File: src/rtl/serializer_pkg.sv
// Shared types and sizing helpers for the serializer/deserializer pair.
package serializer_pkg;

    typedef enum logic {
        IDLE  = 1'b0,
        SHIFT = 1'b1
    } state_t;

    localparam int unsigned DESERIALIZER_WD_DEFAULT = 8;

    function automatic int unsigned cnt_width(input int unsigned w);
        return $clog2(w);
    endfunction

endpackage

File: src/rtl/serializer.sv
// Parallel-to-serial converter, LSB first, with a one-word holding register
// so that back-to-back words leave as a gapless bit stream.
module serializer
    import serializer_pkg::*;
#(
    parameter int unsigned DESERIALIZER_WD = DESERIALIZER_WD_DEFAULT
) (
    input  logic                       clk,
    input  logic                       rst,
    input  logic                       valid_in,
    input  logic [DESERIALIZER_WD-1:0] data_in,
    output logic                       ready_out,
    output logic                       data_out,
    output logic                       valid_out,
    output logic                       last_out
);

    localparam int unsigned CW = cnt_width(DESERIALIZER_WD);
    localparam logic [CW-1:0] CNT_LAST = CW'(DESERIALIZER_WD - 1);

    state_t                     state, state_d;
    logic [DESERIALIZER_WD-1:0] shreg, shreg_d;
    logic [DESERIALIZER_WD-1:0] hold, hold_d;
    logic                       hold_vld, hold_vld_d;
    logic [CW-1:0]              cnt, cnt_d;
    logic                       accept;

    assign ready_out = rst && !hold_vld;
    assign accept    = valid_in && ready_out;

    assign data_out  = shreg[0];
    assign valid_out = (state == SHIFT);
    assign last_out  = (state == SHIFT) && (cnt == CNT_LAST);

    always_ff @(posedge clk) begin
        if (!rst) begin
            state    <= IDLE;
            shreg    <= '0;
            hold     <= '0;
            hold_vld <= 1'b0;
            cnt      <= '0;
        end else begin
            state    <= state_d;
            shreg    <= shreg_d;
            hold     <= hold_d;
            hold_vld <= hold_vld_d;
            cnt      <= cnt_d;
        end
    end

    always_comb begin
        state_d    = state;
        shreg_d    = shreg;
        hold_d     = hold;
        hold_vld_d = hold_vld;
        cnt_d      = cnt;
        case (state)
            IDLE: begin
                if (accept) begin
                    shreg_d = data_in;
                    cnt_d   = '0;
                    state_d = SHIFT;
                end
            end
            SHIFT: begin
                if (cnt != CNT_LAST) begin
                    shreg_d = shreg >> 1;
                    cnt_d   = cnt + CW'(1);
                    if (accept) begin
                        hold_d     = data_in;
                        hold_vld_d = 1'b1;
                    end
                end else if (hold_vld) begin
                    // ready_out is low here, so a pending upstream word waits one cycle
                    shreg_d    = hold;
                    cnt_d      = '0;
                    hold_vld_d = 1'b0;
                end else if (accept) begin
                    shreg_d = data_in;
                    cnt_d   = '0;
                end else begin
                    shreg_d = '0;
                    cnt_d   = '0;
                    state_d = IDLE;
                end
            end
            default: state_d = IDLE;
        endcase
    end

endmodule

File: config.mk
export PLATFORM = sky130hd
export DESIGN_NAME = serializer
export DESIGN_NICKNAME = d
export VERILOG_FILES = /design/src/rtl/serializer_pkg.sv /design/src/rtl/serializer.sv
export SDC_FILE = /design/constraint.sdc
export NUM_CORES = 1
export LEC_CHECK = 0
export BUFFER_PORTS_ARGS = -buffer_cell sky130_fd_sc_hd__buf_2
export CELL_PAD_IN_SITES_DETAIL_PLACEMENT = 0
export CELL_PAD_IN_SITES_GLOBAL_PLACEMENT = 1
export CORE_ASPECT_RATIO = 0.8
export CORE_MARGIN = 3
export CORE_UTILIZATION = 36
export DETAILED_ROUTE_END_ITERATION = 12
export PLACE_DENSITY = 0.71
export SYNTH_ARGS = -nofsm -noshare
export SYNTH_HDL_FRONTEND = slang
export SYNTH_SLANG_ARGS = --single-unit
File: constraint.sdc
create_clock -name clk -period 2 [get_ports clk]
set_input_delay 0.1 -clock clk [delete_from_list [all_inputs] [get_ports clk]]
set_output_delay 0.1 -clock clk [all_outputs]
set_load 0.01 [all_outputs]
* Word level (Yosys, flattened, before mapping)
Cells that the tools add are included.
Word-level totals: latch bits 0, ROM bits 0, memories 0, RAM bits 0, word-level logic and storage cells 31, register bits 21, output and inout bits 4
Cells by class: add/subtract/negate cells 1, shifts and indexed selects 0, reductions and logical operators 6, bitwise logic cells 1, $mul 0, mux-type cells 14, divide/modulo/power cells 0, equal/unequal tests 4, $lt $le $gt $ge 0
Operators with widths (number):
- $mux W8 | 4
- $pmux W8 S2 | 1
- $mux W3 | 2
- $pmux W3 S2 | 1
- $mux W1 | 5
- $ne A2 B2 Y1 const B | 2
- $add A3 B1 Y3 const B | 1
- $eq A3 B3 Y1 const B | 1
- $logic_and A1 B1 Y1 | 3
- $ne A3 B3 Y1 const B | 1
- $reduce_and A3 Y1 | 1
- $pmux W1 S2 | 1
- $reduce_and A2 Y1 | 1
- $logic_not A1 Y1 | 1
- $not A1 Y1 | 1

* Longest topological paths before layout
Gate-level depths: netlist of the first run.
word-level depth 7, gate-level depth with buffers 7, depth with buffers taken out 5

* Least setup slack after synthesis of the first run
No wires, ideal clock.
kind register to register, start point reg cnt[0], end point reg shreg[2], required time 1.878 ns, setup slack 0.454 ns, stages on the path, launching flop included 7, path buffers 1, data arrival time 1.424 ns, path through dfxtp_1 -> ha_1 -> ha_1 -> buf_6 -> nand2b_4 -> and3_4 -> a221o_1
On the way: cells in the longest elaborated chain, start to end 3
RTL lines:
- from (decl) | RTL line serializer.sv:25 | logic [CW-1:0] cnt, cnt_d;
- from (signal assigned) | RTL line serializer.sv:47 | cnt <= cnt_d;
- $ne A3 B3 Y1 | RTL line serializer.sv:66 | if (cnt != CNT_LAST) begin
- $mux W8 | RTL line serializer.sv:66
- $pmux W8 S2 | RTL line serializer.sv:57 | case (state)
- to (signal assigned) | RTL line serializer.sv:44 | shreg <= shreg_d;
- to (decl) | RTL line serializer.sv:22 | logic [DESERIALIZER_WD-1:0] shreg, shreg_d;
No other way between the ends. A chain may end at the register's enable or synchronous reset.

* Final worst setup path of the first run
start point reg cnt[0], end point out last_out
On the way: cells in the longest elaborated chain, start to end 2
RTL lines:
- $eq A3 B3 Y1 | RTL line serializer.sv:33 | assign last_out = (state == SHIFT) && (cnt == CNT_LAST);
- $logic_and A1 B1 Y1 | RTL line serializer.sv:33
- to (decl) | RTL line serializer.sv:15 | output logic last_out
No other way between the ends.

==> results of run 1 <==
## critical path: cells and delay by family (launching register included)
family / cells / cell delay, ns
buffers and inverters: 2 / 0.36
adders and majority gates: 2 / 0.44
and+or+nand+nor: 1 / 0.17
DFF: 1 / 0.35
## worst min path at each step
stage                            end  slack [ns]  depth (start not counted)
2_1_floorplan   hold[0]$_SDFFE_PN0P_        0.24                          2
3_3_place_gp   shreg[2]$_SDFFE_PN0P_        0.34                          2
3_5_place_dp    hold[2]$_SDFFE_PN0P_        0.35                          3
4_1_cts        shreg[2]$_SDFFE_PN0P_        0.07                          2
5_1_grt        shreg[3]$_SDFFE_PN0P_        0.08                          2
6_report       shreg[2]$_SDFFE_PN0P_        0.08                          2
## layout make-up
cell class | count | area share, %
clock buffers | 4 | 3.75
repair buffers | 17 | 7.72
flip-flops and latches | 21 | 35.0
inverters | 2 | 0.626
well taps | 38 | 3.96
multi-input cells | 89 | 48.9
## sequential cells by signal, indices dropped and copies added, names as in the netlist
signal / count
cnt: 3
hold_vld: 1
shreg: 8
valid_out: 1
hold: 8
## per-layer routing
metal | global-route usage [%] | vias up | part of all wire (%)
met4 | 2.69 | 0 | 0.72
met3 | 5.45 | 4 | 7.0
li1 | - | 475 | -
met2 | 24.6 | 29 | 43
met1 | 21.7 | 460 | 49
met5 | 0 | - | 0
## power by group
part	switching (W)	internal [W]	leakage, nW	total [W]
Clock	0.000136	0.000142	0.0228	0.000278
Sequential	0.0000213	0.000445	0.172	0.000467
Combinational	0.0000710	0.0000543	0.261	0.000125
Total	0.000228	0.000641	0.456	0.000870
## cell families after synthesis
| kind of cell | after synthesis |
|---|---|
| compound gates | 34 |
| fa+ha+maj | 2 |
| buf+inv | 12 |
| flops | 21 |
| mux | 1 |
| simple gates | 52 |
## layout by cell type, fill, tap and decap left out, types with 2 or more instances in the layout
| cell | synthesis | routed |
|---|---|---|
| dfxtp_1 | 21 | 21 |
| nand3_1 | 15 | 15 |
| buf_2 | 4 | 14 |
| nand2_1 | 12 | 12 |
| a21oi_1 | 11 | 11 |
| o21ai_1 | 9 | 9 |
| and3_1 | 4 | 4 |
| or4b_1 | 4 | 4 |
| o311ai_1 | 4 | 4 |
| a31oi_1 | 4 | 4 |
| nand2b_1 | 3 | 3 |
| a221o_1 | 3 | 3 |
| clkbuf_8 | 0 | 3 |
| buf_4 | 3 | 3 |
| inv_1 | 2 | 2 |
| nor2_1 | 2 | 2 |
| nor3_1 | 2 | 2 |
| nand2b_4 | 2 | 2 |
| nand3b_1 | 2 | 2 |
| ha_1 | 2 | 2 |
## through the flow
stage / std cells / hold WS [ns]
after detailed placement: 167 / 0.349
after global placement: 167 / 0.345
after global routing: 171 / 0.0821
after CTS: 171 / 0.0750
after floorplan: 122 / 0.237
final: 171 / 0.0780
==> impl_results.html, run 1 <==
<table>
<tr><th>Metric</th><th>Value</th></tr>
<tr><th colspan="2">Worst hold path</th></tr>
<tr><td>Hold path start</td><td>data_in[2]</td></tr>
<tr><td>Worst hold-check path type</td><td>input pin to register</td></tr>
<tr><th colspan="2">STA</th></tr>
<tr><td>Min Tclk post-route</td><td>1.69 ns</td></tr>
<tr><td>RSZ-0062 raised after global routing</td><td>no</td></tr>
<tr><td>Slew HR</td><td>60.3%</td></tr>
<tr><td>Slew @ Worst Pin</td><td>0.595 ns</td></tr>
<tr><td>Final count of pins violating max slew</td><td>0</td></tr>
<tr><td>Highest achievable clock rate</td><td>0.593 GHz</td></tr>
<tr><td>Final worst slack</td><td>0.313 ns</td></tr>
<tr><td>Setup TNS</td><td>0 ns</td></tr>
<tr><td>Final hold violations</td><td>0</td></tr>
<tr><td>Largest clock skew in the final design</td><td>0.00358 ns</td></tr>
<tr><td>Endpoints failing setup</td><td>0</td></tr>
<tr><td>Fin crit share</td><td>84.4%</td></tr>
<tr><th colspan="2">Critical path</th></tr>
<tr><td>Worst R2R Setup Slack</td><td>0.38 ns</td></tr>
<tr><td>Worst EP required</td><td>1.90 ns</td></tr>
<tr><td>Element type at the critical path end</td><td>output port</td></tr>
<tr><td>Sequence of cells on the critical path</td><td>ha_1 &gt; ha_1 &gt; buf_4 &gt; and2_1 &gt; buf_2</td></tr>
<tr><td>Timing endpoint of the critical path</td><td>last_out</td></tr>
<tr><td>R2R Path End</td><td>shreg[4]$_SDFFE_PN0P_</td></tr>
<tr><td>Critical path peak fanout</td><td>12</td></tr>
<tr><td>Critical register-to-register path startpoint</td><td>cnt[0]$_SDFFE_PN0P_</td></tr>
<tr><td>Library cell appearing most often on the critical path</td><td>ha_1</td></tr>
<tr><td>Critical path type</td><td>register to output port</td></tr>
<tr><td>Kind of launch point of the worst setup path</td><td>register</td></tr>
<tr><td>Launch point of the worst path</td><td>cnt[0]$_SDFFE_PN0P_</td></tr>
<tr><td>Arrival time reported for the critical path endpoint</td><td>1.59 ns</td></tr>
<tr><td>Cells on worst reg2reg path</td><td>6</td></tr>
<tr><td>Worst path slowest cell</td><td>dfxtp_1</td></tr>
<tr><td>Highest cell delay on the worst timing path</td><td>0.35 ns</td></tr>
<tr><th colspan="2">Drt</th></tr>
<tr><td>Post-detailed-routing wire length</td><td>2620 um</td></tr>
<tr><td>Count of TritonRoute iterations in the first routing pass</td><td>4</td></tr>
<tr><td>Count of vias placed by the detailed router</td><td>968</td></tr>
<tr><td>Number of DRC violations after detailed routing</td><td>0</td></tr>
<tr><td>Antenna-violating nets left</td><td>0</td></tr>
<tr><td>Initial detailed-routing violation count</td><td>51</td></tr>
<tr><td>Post-detailed-route wirelength per cell</td><td>15.3 um</td></tr>
<tr><td>Via-per-instance ratio</td><td>5.66</td></tr>
<tr><th colspan="2">Yosys</th></tr>
<tr><td>Post-synthesis share of cell area spent on xor and xnor gates</td><td>0%</td></tr>
<tr><td>Ranking of synthesized cells by area</td><td>dfxtp_1 39%, nand3_1 6.9%, a21oi_1 5.1%</td></tr>
<tr><td>Yosys Warn Count</td><td>0</td></tr>
<tr><td>Library cells used by synthesis</td><td>31</td></tr>
<tr><td>Fraction of the mapped netlist area in adder cells</td><td>2.31%</td></tr>
<tr><td>Biggest area consumer among synthesized cells</td><td>dfxtp_1</td></tr>
<tr><td>Syn Std Cell Area</td><td>1080 um^2</td></tr>
<tr><td>Register bit count reported by yosys</td><td>21</td></tr>
<tr><td>Combinational family with the most area after synthesis</td><td>simple AND/OR/NAND/NOR gates</td></tr>
<tr><td>Fraction of synthesized cell area taken by the top area cell type</td><td>38.8%</td></tr>
<tr><td>Area share of and/or/nand/nor cells after synthesis</td><td>30.4%</td></tr>
<tr><td>Async set-reset flop share out of synthesis</td><td>0%</td></tr>
<tr><td>Most common flop cell mapped by yosys</td><td>dfxtp_1</td></tr>
<tr><td>Share of the synthesized area in compound gates (AO/OA/AOI/OAI)</td><td>20.6%</td></tr>
<tr><td>Post-Syn Nets</td><td>135</td></tr>
<tr><td>Multiplexer share of the synthesized area</td><td>0.924%</td></tr>
<tr><td>Synthesized netlist cell count</td><td>122</td></tr>
<tr><td>EDFF count, synth</td><td>0</td></tr>
<tr><td>Count leader, synth</td><td>dfxtp_1</td></tr>
<tr><td>Leading post-synthesis cells by instance count</td><td>21 x dfxtp_1, 15 x nand3_1, 12 x nand2_1, 11 x a21oi_1, 9 x o21ai_1</td></tr>
<tr><td>Part of the Yosys area used for sequential elements</td><td>38.8%</td></tr>
<tr><td>Mean cell area of the mapped netlist</td><td>8.88 um^2</td></tr>
<tr><th colspan="2">Clocking</th></tr>
<tr><td>Num CTS Buffers</td><td>3</td></tr>
<tr><td>CTS max path bufs</td><td>2</td></tr>
<tr><td>Clock sink total</td><td>21</td></tr>
<tr><td>Clk pin slew, worst setup/hold paths</td><td>0.08 ns</td></tr>
<tr><td>H-tree level count</td><td>1</td></tr>
<tr><td># Post-CTS Setup Buffers</td><td>0</td></tr>
<tr><td>Clk_lat worst skew</td><td>0.26 ns</td></tr>
<tr><td>CTS-repair resized insts</td><td>0</td></tr>
<tr><td>Hold bufs inserted after CTS</td><td>0</td></tr>
<tr><td>Clock tree root buffer cell</td><td>clkbuf_8</td></tr>
<tr><td>Clock tree from TritonCTS</td><td>done</td></tr>
<tr><th colspan="2">Global route</th></tr>
<tr><td>Initial antenna violation count</td><td>0</td></tr>
<tr><td>Wire length of the first global-routing pass</td><td>4380 um</td></tr>
<tr><td>Vias in the first global route</td><td>922</td></tr>
<tr><td>Global-route total usage across every layer</td><td>15.9%</td></tr>
<tr><td>Final global-route overflow total</td><td>0</td></tr>
<tr><td>Maximum number of pins on one net before global-route repair</td><td>19</td></tr>
<tr><th colspan="2">Power and ir drop</th></tr>
<tr><td>Worst ir drop on vdd</td><td>0.478 mV</td></tr>
<tr><td>Power density relative to cell area</td><td>725 nW/um^2</td></tr>
<tr><td>Static leakage</td><td>0.456 nW</td></tr>
<tr><td>Total power of the final layout</td><td>0.000870 W</td></tr>
<tr><th colspan="2">Outcome</th></tr>
<tr><td>Outcome</td><td>completed</td></tr>
<tr><th colspan="2">Floorplanning</th></tr>
<tr><td>Chip height</td><td>55.1 um</td></tr>
<tr><td>Top-level I/O count</td><td>15</td></tr>
<tr><td>Die area</td><td>3710 um^2</td></tr>
<tr><td>Die X-Extent</td><td>67.3 um</td></tr>
<tr><td>FP Rows</td><td>17</td></tr>
<tr><td>Core region area</td><td>2810 um^2</td></tr>
<tr><td>Effective utilization at floorplan</td><td>38.6%</td></tr>
<tr><th colspan="2">Cells and area</th></tr>
<tr><td>Final #Nets</td><td>147</td></tr>
<tr><td>Share of layout cells above drive strength 1</td><td>19.5%</td></tr>
<tr><td>Final Util</td><td>42.7%</td></tr>
<tr><td>Register area</td><td>420 um^2</td></tr>
<tr><td>Multi-input combinational cell area</td><td>587 um^2</td></tr>
<tr><td>Final instance area</td><td>1200 um^2</td></tr>
<tr><td>Antenna cell count</td><td>0</td></tr>
<tr><td>Area added between synthesis and finish</td><td>10.7%</td></tr>
<tr><td>Count of fill cells added during filler insertion</td><td>311</td></tr>
<tr><th colspan="2">Place</th></tr>
<tr><td>Final weighted congestion of routability-driven global placement</td><td>0.769</td></tr>
<tr><td>Worst slack at placement</td><td>0.415 ns</td></tr>
<tr><td>DP Wirelength</td><td>1800 um</td></tr>
<tr><td>Number of port buffers</td><td>14</td></tr>
<tr><td>Placement Cell Area</td><td>1150 um^2</td></tr>
<tr><th colspan="2">Run</th></tr>
<tr><td>Number of maximum-capacitance constraint violations</td><td>0</td></tr>
</table>
Note: power is estimated with default switching activity, not from simulation.
==> inputs of run 2 (changes only) <==
- ABC_AREA: unset -> 1
- PLACE_DENSITY: 0.71 -> 0.77
- clock period: 2 -> 1.4 ns (I/O delays scaled with it)
==> impl_results.html, run 2 <==
<table>
<tr><th>Metric</th><th>Value</th></tr>
<tr><th colspan="2">Outcome</th></tr>
<tr><td>Outcome</td><td>completed</td></tr>
<tr><th colspan="2">STA</th></tr>
<tr><td>Fin crit share</td><td>96.5%</td></tr>
<tr><td>Setup TNS</td><td>0 ns (unchanged)</td></tr>
<tr><td>Largest clock skew in the final design</td><td>0.00314 ns (-0.000441 ns)</td></tr>
<tr><td>Slew @ Worst Pin</td><td>0.344 ns (-0.251 ns)</td></tr>
<tr><td>Final hold violations</td><td>0 (unchanged)</td></tr>
<tr><td>Endpoints failing setup</td><td>0 (unchanged)</td></tr>
<tr><td>Highest achievable clock rate</td><td>0.741 GHz</td></tr>
<tr><td>Final worst slack</td><td>0.0497 ns (-0.263 ns)</td></tr>
<tr><td>Slew HR</td><td>77.0% (+17 points)</td></tr>
<tr><td>Min Tclk post-route</td><td>1.35 ns</td></tr>
<tr><td>Final count of pins violating max slew</td><td>0 (unchanged)</td></tr>
<tr><th colspan="2">Global route</th></tr>
<tr><td>Wire length of the first global-routing pass</td><td>4540 um (+3.6%)</td></tr>
<tr><td>Global-route total usage across every layer</td><td>15.9% (about the same)</td></tr>
<tr><td>Initial antenna violation count</td><td>0 (unchanged)</td></tr>
<tr><td>Vias in the first global route</td><td>938 (+1.7%)</td></tr>
<tr><td>Maximum number of pins on one net before global-route repair</td><td>19 (unchanged)</td></tr>
<tr><td>Final global-route overflow total</td><td>0 (unchanged)</td></tr>
<tr><th colspan="2">Yosys</th></tr>
<tr><td>EDFF count, synth</td><td>0 (unchanged)</td></tr>
<tr><td>Part of the Yosys area used for sequential elements</td><td>38.3% (-0.53 points)</td></tr>
<tr><td>Mean cell area of the mapped netlist</td><td>7.00 um^2 (-21%)</td></tr>
<tr><td>Most common flop cell mapped by yosys</td><td>dfxtp_1</td></tr>
<tr><td>Fraction of synthesized cell area taken by the top area cell type</td><td>38.3% (-0.53 points)</td></tr>
<tr><td>Count leader, synth</td><td>nand2_1</td></tr>
<tr><td>Library cells used by synthesis</td><td>20 (-35%)</td></tr>
<tr><td>Register bit count reported by yosys</td><td>21 (unchanged)</td></tr>
<tr><td>Biggest area consumer among synthesized cells</td><td>dfxtp_1</td></tr>
<tr><td>Yosys Warn Count</td><td>0 (unchanged)</td></tr>
<tr><td>Post-Syn Nets</td><td>170 (+26%)</td></tr>
<tr><td>Syn Std Cell Area</td><td>1100 um^2 (+1.4%)</td></tr>
<tr><td>Synthesized netlist cell count</td><td>157 (+29%)</td></tr>
<tr><td>Leading post-synthesis cells by instance count</td><td>38 x nand2_1, 27 x nor2_1, 21 x dfxtp_1, 14 x o21ai_0, 10 x inv_1</td></tr>
<tr><td>Ranking of synthesized cells by area</td><td>dfxtp_1 38%, nand2_1 13%, nor2_1 9.2%</td></tr>
<tr><td>Async set-reset flop share out of synthesis</td><td>0% (unchanged)</td></tr>
<tr><th colspan="2">Cells and area</th></tr>
<tr><td>Area added between synthesis and finish</td><td>21.9%</td></tr>
<tr><td>Register area</td><td>423 um^2 (+0.60%)</td></tr>
<tr><td>Antenna cell count</td><td>0 (unchanged)</td></tr>
<tr><td>Final instance area</td><td>1340 um^2 (+12%)</td></tr>
<tr><td>Final #Nets</td><td>194 (+32%)</td></tr>
<tr><td>Final Util</td><td>47.3% (+4.6 points)</td></tr>
<tr><td>Regs by FF count</td><td>hold: 8 flops, shreg: 8 flops, cnt: 3 flops</td></tr>
<tr><td>Count of fill cells added during filler insertion</td><td>294 (-5.5%)</td></tr>
<tr><td>Most common cell after layout, fill and taps aside</td><td>nand2_1</td></tr>
<tr><td>Multi-input combinational cell area</td><td>612 um^2 (+4.3%)</td></tr>
<tr><td>Share of layout cells above drive strength 1</td><td>26.7% (+7.1 points)</td></tr>
<tr><td>Commonest cells after routing, fill and taps aside</td><td>37 x nand2_1, 26 x nor2_1, 19 x dfxtp_1, 14 x o21ai_0, 14 x buf_2</td></tr>
<tr><th colspan="2">Power and ir drop</th></tr>
<tr><td>Worst ir drop on vdd</td><td>0.654 mV (+37%)</td></tr>
<tr><td>Static leakage</td><td>0.615 nW (+35%)</td></tr>
<tr><td>Power density relative to cell area</td><td>1000 nW/um^2 (+38%)</td></tr>
<tr><td>Total power of the final layout</td><td>0.00134 W (+54%)</td></tr>
<tr><th colspan="2">Worst hold path</th></tr>
<tr><td>Worst hold-check path type</td><td>input pin to register</td></tr>
<tr><td>Count of cells along the worst hold path</td><td>3 (+1)</td></tr>
<tr><th colspan="2">Floorplanning</th></tr>
<tr><td>Effective utilization at floorplan</td><td>38.8% (+0.24 points)</td></tr>
<tr><td>Core region area</td><td>2830 um^2 (+0.76%)</td></tr>
<tr><td>Chip height</td><td>55.4 um (+0.62%)</td></tr>
<tr><td>Top-level I/O count</td><td>15 (unchanged)</td></tr>
<tr><td>FP Rows</td><td>17 (unchanged)</td></tr>
<tr><td>Die X-Extent</td><td>67.8 um (+0.63%)</td></tr>
<tr><td>Die area</td><td>3750 um^2 (+1.3%)</td></tr>
<tr><th colspan="2">Critical path</th></tr>
<tr><td>Element type at the critical path end</td><td>output port</td></tr>
<tr><td>Critical path peak fanout</td><td>3 (-9)</td></tr>
<tr><td>Worst path slowest cell</td><td>dfxtp_2</td></tr>
<tr><td>Kind of launch point of the worst setup path</td><td>register</td></tr>
<tr><td>Worst R2R Setup Slack</td><td>0.08 ns (-0.30 ns)</td></tr>
<tr><td>Worst EP required</td><td>1.33 ns (-0.57 ns)</td></tr>
<tr><td>Highest cell delay on the worst timing path</td><td>0.34 ns (about the same)</td></tr>
<tr><td>Launch point of the worst path</td><td>cnt[0]$_SDFFE_PN0P_</td></tr>
<tr><td>Timing endpoint of the critical path</td><td>last_out</td></tr>
<tr><td>R2R Path End</td><td>shreg[3]$_SDFFE_PN0P_</td></tr>
<tr><td>Sequence of cells on the critical path</td><td>ha_4 &gt; ha_4 &gt; buf_6 &gt; nand2_2 &gt; inv_2 &gt; buf_2</td></tr>
<tr><td>Cells on worst reg2reg path</td><td>10 (+4)</td></tr>
<tr><td>Critical register-to-register path startpoint</td><td>cnt[0]$_SDFFE_PN0P_</td></tr>
<tr><td>Arrival time reported for the critical path endpoint</td><td>1.28 ns (-0.31 ns)</td></tr>
<tr><td>Library cell appearing most often on the critical path</td><td>ha_4</td></tr>
<tr><td>Critical path type</td><td>register to output port</td></tr>
<tr><th colspan="2">Place</th></tr>
<tr><td>Final weighted congestion of routability-driven global placement</td><td>0.871 (+13%)</td></tr>
<tr><td>DP Wirelength</td><td>2040 um (+14%)</td></tr>
<tr><td>Placement Cell Area</td><td>1240 um^2 (+7.2%)</td></tr>
<tr><td>Number of port buffers</td><td>14 (unchanged)</td></tr>
<tr><td>Worst slack at placement</td><td>-0.0137 ns (-0.429 ns)</td></tr>
<tr><th colspan="2">Clocking</th></tr>
<tr><td>Clk_lat worst skew</td><td>0.26 ns (about the same)</td></tr>
<tr><td>Clock tree from TritonCTS</td><td>done</td></tr>
<tr><td>Clock sink total</td><td>21 (unchanged)</td></tr>
<tr><td>Num CTS Buffers</td><td>3 (unchanged)</td></tr>
<tr><td>H-tree level count</td><td>1 (unchanged)</td></tr>
<tr><td>Clk pin slew, worst setup/hold paths</td><td>0.08 ns (about the same)</td></tr>
<tr><td>Clock tree root buffer cell</td><td>clkbuf_8</td></tr>
<tr><td>CTS max path bufs</td><td>2 (unchanged)</td></tr>
<tr><th colspan="2">Drt</th></tr>
<tr><td>Routed wl met3</td><td>157 um (-14%)</td></tr>
<tr><td>Met2 wirelength from detailed routing</td><td>1200 um (+6.7%)</td></tr>
<tr><td>Antenna-violating nets left</td><td>0 (unchanged)</td></tr>
<tr><td>Initial detailed-routing violation count</td><td>60 (+18%)</td></tr>
<tr><td>Number of DRC violations after detailed routing</td><td>0 (unchanged)</td></tr>
<tr><td>Count of vias placed by the detailed router</td><td>1,087 (+12%)</td></tr>
<tr><td>Count of TritonRoute iterations in the first routing pass</td><td>4 (unchanged)</td></tr>
<tr><td>Post-detailed-routing wire length</td><td>2730 um (+4.0%)</td></tr>
<tr><td>Via-per-instance ratio</td><td>4.99 (-12%)</td></tr>
<tr><td>Uppermost routed layer</td><td>met4</td></tr>
<tr><td>Post-detailed-route wirelength per cell</td><td>12.5 um (-18%)</td></tr>
<tr><td>Met1 WL</td><td>1330 um (+3.2%)</td></tr>
<tr><th colspan="2">Run</th></tr>
<tr><td>Number of maximum-capacitance constraint violations</td><td>0 (unchanged)</td></tr>
</table>
## run 2: changes by cell type after synthesis, sizes merged, moves of 4 or more
cell / change
nor2: +28
nand2b: -5
and3: -5
or4b: -4
a31oi: -4
nand4: +9
inv: +14
buf: -4
nand2: +28
o311ai: -4
o21ai: +5
nand3: -6
## run 2: report_power, final
part,internal [W],switching (W)
logic,0.0000976,0.000156
clock network,0.000203,0.000208
registers,0.000641,0.0000359
total,0.000942,0.000400
## run 2: how the worst min path moves through the flow
stage               start              endpoint  slack (ns)
2_1_floorplan  data_in[0]  hold[0]$_SDFFE_PN0P_        0.20
3_3_place_gp   data_in[4]  hold[4]$_SDFFE_PN0P_        0.33
3_5_place_dp   data_in[3]  hold[3]$_SDFFE_PN0P_        0.34
4_1_cts        data_in[3]  hold[3]$_SDFFE_PN0P_        0.06
5_1_grt        data_in[3]  hold[3]$_SDFFE_PN0P_        0.07
6_report       data_in[3]  hold[3]$_SDFFE_PN0P_        0.06
## run 2: per-stage QoR
step | std cells | hold WS, ns
floorplan | 157 | 0.205
global placement | 212 | 0.330
detailed placement | 212 | 0.336
CTS | 217 | 0.0587
global route | 218 | 0.0744
finish | 218 | 0.0610
## run 2: cell families (layout without fill, tap and decap cells)
logic type      count (synthesis)  in the layout  synth area share [%]
simple gates                   89             89                  39.0
fa+ha+maj                       2              2                  2.28
compound gates                 24             24                  11.3
flops                          21             21                  38.3
buf+inv                        21             44                  9.23
## run 2: critical path, delay by kind of cell (launching register included)
family / cells / cell delay [ns]
DFF: 1 / 0.34
adders and majority gates: 2 / 0.32
and+or+nand+nor: 1 / 0.06
buffers and inverters: 3 / 0.29
## run 2: area by class of cell
type	instances	share of cell area (%)
flip-flops and latches	21	31.6
multi-input cells	115	45.7
well taps	38	3.55
clock buffers	4	3.36
inverters	16	4.67
repair buffers	24	11.1
## run 2: timing repair
| item | 4_1_cts | 5_1_grt |
|---|---|---|
| buffers inserted | 1 | 1 |
| gates resized for setup | 7 | 4 |
| hold buffers | 0 | 0 |
| pin swaps | 0 | 1 |
| setup endpoints to repair | 14 | 12 |
## run 2: layer usage
layer  vias to the layer above  global-route usage (%)
met5                         -                       0
li1                        556                       -
met1                       492                    23.3
met4                         0                    4.91
met2                        31                    22.2
met3                         8                    4.47
==> inputs of run 3 (changes only) <==
- ABC_AREA: 1 -> unset
- CTS_CLUSTER_SIZE: unset -> 30
- PLACE_DENSITY: 0.77 -> 0.73
==> impl_results.html, run 3 (synthesis gave the netlist of run 1 again) <==
<table>
<tr><th>Metric</th><th>Value</th></tr>
<tr><th colspan="2">Drt</th></tr>
<tr><td>Post-detailed-routing wire length</td><td>2640 um (-3.2%)</td></tr>
<tr><td>Count of TritonRoute iterations in the first routing pass</td><td>4 (unchanged)</td></tr>
<tr><td>Count of vias placed by the detailed router</td><td>1,011 (-7.0%)</td></tr>
<tr><td>Post-detailed-route wirelength per cell</td><td>14.2 um (+13%)</td></tr>
<tr><td>Initial detailed-routing violation count</td><td>73 (+22%)</td></tr>
<tr><td>Via-per-instance ratio</td><td>5.44 (+9.0%)</td></tr>
<tr><td>Number of DRC violations after detailed routing</td><td>0 (unchanged)</td></tr>
<tr><td>Antenna-violating nets left</td><td>0 (unchanged)</td></tr>
<tr><th colspan="2">Clocking</th></tr>
<tr><td>Num CTS Buffers</td><td>3 (unchanged)</td></tr>
<tr><td>Clock sink total</td><td>21 (unchanged)</td></tr>
<tr><td>Clock tree from TritonCTS</td><td>done</td></tr>
<tr><td>Clk_lat worst skew</td><td>0.26 ns (about the same)</td></tr>
<tr><td>Hold bufs inserted after CTS</td><td>0 (unchanged)</td></tr>
<tr><td>Clk pin slew, worst setup/hold paths</td><td>0.08 ns (about the same)</td></tr>
<tr><td>CTS max path bufs</td><td>2 (unchanged)</td></tr>
<tr><td>H-tree level count</td><td>1 (unchanged)</td></tr>
<tr><td>Clock tree root buffer cell</td><td>clkbuf_8</td></tr>
<tr><th colspan="2">Critical path</th></tr>
<tr><td>Cells on worst reg2reg path</td><td>5 (-5)</td></tr>
<tr><td>Critical register-to-register path startpoint</td><td>cnt[0]$_SDFFE_PN0P_</td></tr>
<tr><td>Kind of launch point of the worst setup path</td><td>register</td></tr>
<tr><td>Critical path peak fanout</td><td>6 (+3)</td></tr>
<tr><td>R2R Path End</td><td>shreg[4]$_SDFFE_PN0P_</td></tr>
<tr><td>Critical path type</td><td>register to register</td></tr>
<tr><td>Arrival time reported for the critical path endpoint</td><td>1.56 ns (+0.28 ns)</td></tr>
<tr><td>Element type at the critical path end</td><td>register</td></tr>
<tr><td>Worst R2R Setup Slack</td><td>-0.005 ns (-0.08 ns)</td></tr>
<tr><td>Worst EP required</td><td>1.56 ns (+0.23 ns)</td></tr>
<tr><th colspan="2">Run</th></tr>
<tr><td>Number of maximum-capacitance constraint violations</td><td>0 (unchanged)</td></tr>
<tr><th colspan="2">Cells and area</th></tr>
<tr><td>Commonest cells after routing, fill and taps aside</td><td>17 x dfxtp_1, 15 x nand3_1, 15 x buf_4, 13 x buf_2, 12 x nand2_1</td></tr>
<tr><td>Regs by FF count</td><td>hold: 8 flops, shreg: 8 flops, cnt: 3 flops</td></tr>
<tr><td>Share of layout cells above drive strength 1</td><td>33.1% (+6.4 points)</td></tr>
<tr><td>Final Util</td><td>49.1% (+1.7 points)</td></tr>
<tr><td>Area added between synthesis and finish</td><td>27.1%</td></tr>
<tr><td>Final instance area</td><td>1380 um^2 (+2.9%)</td></tr>
<tr><td>Most common cell after layout, fill and taps aside</td><td>dfxtp_1</td></tr>
<tr><td>Antenna cell count</td><td>0 (unchanged)</td></tr>
<tr><td>Final #Nets</td><td>162 (-16%)</td></tr>
<tr><td>Number of standard cells in the final layout excluding fillers</td><td>186 (-15%)</td></tr>
<tr><th colspan="2">Power and ir drop</th></tr>
<tr><td>Switching power as a share of total power</td><td>26.5% (-3.3 points)</td></tr>
<tr><td>Static leakage</td><td>0.538 nW (-12%)</td></tr>
<tr><td>Internal power contribution</td><td>0.000941 W (about the same)</td></tr>
<tr><td>Worst ir drop on vdd</td><td>0.331 mV (-49%)</td></tr>
<tr><td>Clock share of power</td><td>31.7% (+1.1 points)</td></tr>
<tr><td>Net switching power</td><td>0.000340 W (-15%)</td></tr>
<tr><td>Sequential group share of total power</td><td>52.3% (+1.9 points)</td></tr>
<tr><td>Power density relative to cell area</td><td>930 nW/um^2 (-7.2%)</td></tr>
<tr><td>Relative contribution of combinational cells to total power</td><td>16.0% (-2.9 points)</td></tr>
<tr><th colspan="2">Place</th></tr>
<tr><td>Final weighted congestion of routability-driven global placement</td><td>0.847 (-2.8%)</td></tr>
<tr><td>DP Wirelength</td><td>1940 um (-4.8%)</td></tr>
<tr><td>Placement Cell Area</td><td>1280 um^2 (+3.8%)</td></tr>
<tr><td>Number of cells after detailed placement</td><td>179 (-16%)</td></tr>
<tr><td>Number of port buffers</td><td>14 (unchanged)</td></tr>
<tr><th colspan="2">Outcome</th></tr>
<tr><td>Outcome</td><td>complete, but fails checks</td></tr>
<tr><td>Failing checks</td><td>negative setup slack</td></tr>
<tr><th colspan="2">Worst hold path</th></tr>
<tr><td>Hold path start</td><td>data_in[3]</td></tr>
<tr><td>Endpoint, Worst Hold</td><td>hold[3]$_SDFFE_PN0P_</td></tr>
<tr><td>Count of cells along the worst hold path</td><td>3 (unchanged)</td></tr>
<tr><td>Worst hold-check path type</td><td>input pin to register</td></tr>
<tr><th colspan="2">Floorplanning</th></tr>
<tr><td>Effective utilization at floorplan</td><td>38.6% (-0.24 points)</td></tr>
<tr><td>Top-level I/O count</td><td>15 (unchanged)</td></tr>
<tr><td>Chip height</td><td>55.1 um (-0.61%)</td></tr>
<tr><td>FP Rows</td><td>17 (unchanged)</td></tr>
<tr><td>Die area</td><td>3710 um^2 (-1.2%)</td></tr>
<tr><td>Die X-Extent</td><td>67.3 um (-0.63%)</td></tr>
<tr><td>Core region area</td><td>2810 um^2 (-0.75%)</td></tr>
<tr><th colspan="2">Global route</th></tr>
<tr><td>Maximum number of pins on one net before global-route repair</td><td>15 (-4)</td></tr>
<tr><td>Vias in the first global route</td><td>886 (-5.5%)</td></tr>
<tr><td>Wire length of the first global-routing pass</td><td>4250 um (-6.4%)</td></tr>
<tr><td>Initial antenna violation count</td><td>0 (unchanged)</td></tr>
<tr><td>Final global-route overflow total</td><td>0 (unchanged)</td></tr>
<tr><td>Global-route total usage across every layer</td><td>15.7% (-0.23 points)</td></tr>
<tr><th colspan="2">STA</th></tr>
<tr><td>Setup TNS</td><td>-0.00846 ns (-0.00846 ns)</td></tr>
<tr><td>Largest clock skew in the final design</td><td>0.00614 ns (+0.00300 ns)</td></tr>
<tr><td>Final hold violations</td><td>0 (unchanged)</td></tr>
<tr><td>Final worst slack</td><td>-0.00460 ns (-0.0543 ns)</td></tr>
<tr><td>Highest achievable clock rate</td><td>0.712 GHz (-3.9%)</td></tr>
<tr><td>Min Tclk post-route</td><td>1.40 ns (+0.0543 ns)</td></tr>
<tr><td>Fin crit share</td><td>100% (+3.9 points)</td></tr>
<tr><td>Slew @ Worst Pin</td><td>0.346 ns (+0.00265 ns)</td></tr>
<tr><td>Slew HR</td><td>76.7% (-0.32 points)</td></tr>
<tr><td>Final count of pins violating max slew</td><td>0 (unchanged)</td></tr>
<tr><td>RSZ-0062 raised after global routing</td><td>yes</td></tr>
<tr><td>Hold WS</td><td>0.0455 ns (-0.0155 ns)</td></tr>
<tr><td>Endpoints failing setup</td><td>2 (+2)</td></tr>
</table>
==> run 3: changes by cell type in the layout (fill, tap and decap cells not counted), sizes merged, moves of 5 or more <==
cell    delta
and3       +5
buf        +8
inv       -14
nand2     -28
nand2b     +5
nand3      +6
nand4      -9
nor2      -28
o21ai      -5
==> run 3: layout make-up <==
class / count / area (um^2)
multi-input combinational: 89 / 618
timing repair buffer: 32 / 231
inverter: 2 / 7.51
tap: 38 / 47.5
clock buffer: 4 / 45.0
sequential: 21 / 428
fill: 272 / 1430
==> run 3: repair_timing <==
action                                  in CTS  in global routing
pin swaps                                    3                  3
endpoints found under the setup margin       4                 17
buffers inserted                             2                  1
resized for setup                            3                  5
==> run 3: how the worst max path moves through the flow <==
stage / slack, ns / cells after the start / endpoint / startpoint
6_report: -0.005 / 5 / shreg[4]$_SDFFE_PN0P_ / cnt[0]$_SDFFE_PN0P_
5_1_grt: -0.04 / 5 / last_out / cnt[0]$_SDFFE_PN0P_
4_1_cts: -0.01 / 5 / shreg[4]$_SDFFE_PN0P_ / cnt[0]$_SDFFE_PN0P_
3_5_place_dp: -0.005 / 5 / shreg[3]$_SDFFE_PN0P_ / cnt[0]$_SDFFE_PN0P_
3_3_place_gp: 0.02 / 5 / shreg[4]$_SDFFE_PN0P_ / cnt[0]$_SDFFE_PN0P_
2_1_floorplan: -0.06 / 6 / shreg[3]$_SDFFE_PN0P_ / cnt[0]$_SDFFE_PN0P_
==> run 3: power groups by stage <==
stage	Combinational (W)	Sequential (W)	Clock, W
after global routing	0.000226	0.000675	0.000447
after detailed placement	0.000196	0.000682	0
after CTS	0.000201	0.000669	0.000414
final	0.000205	0.000670	0.000407
after global placement	0.000191	0.000682	0
after floorplan	0.000129	0.000676	0
==> run 3: worst max-delay path, stage by stage, from the launching register on <==
cell	delay [ns]
dfxtp_4	0.36
ha_4	0.16
ha_4	0.17
nand2b_4	0.14
and3_4	0.15
a221o_1	0.31
==> run 3: through the flow <==
step / power (W) / setup slack, ns
2_1_floorplan: 0.000805 / -0.0590
3_3_place_gp: 0.000873 / 0.0192
3_5_place_dp: 0.000878 / -0.00531
4_1_cts: 0.00128 / -0.0129
5_1_grt: 0.00135 / -0.0366
6_report: 0.00128 / -0.00460
==> run 3: routing by layer <==
| metal | up-vias | global-route usage (%) | routed length (um) |
|---|---|---|---|
| li1 | 505 | - | - |
| met1 | 474 | 22.2 | 1270 |
| met2 | 30 | 22.5 | 1180 |
| met3 | 2 | 4.85 | 160 |
| met4 | 0 | 5.05 | 23 |
| met5 | - | 0 | 0 |
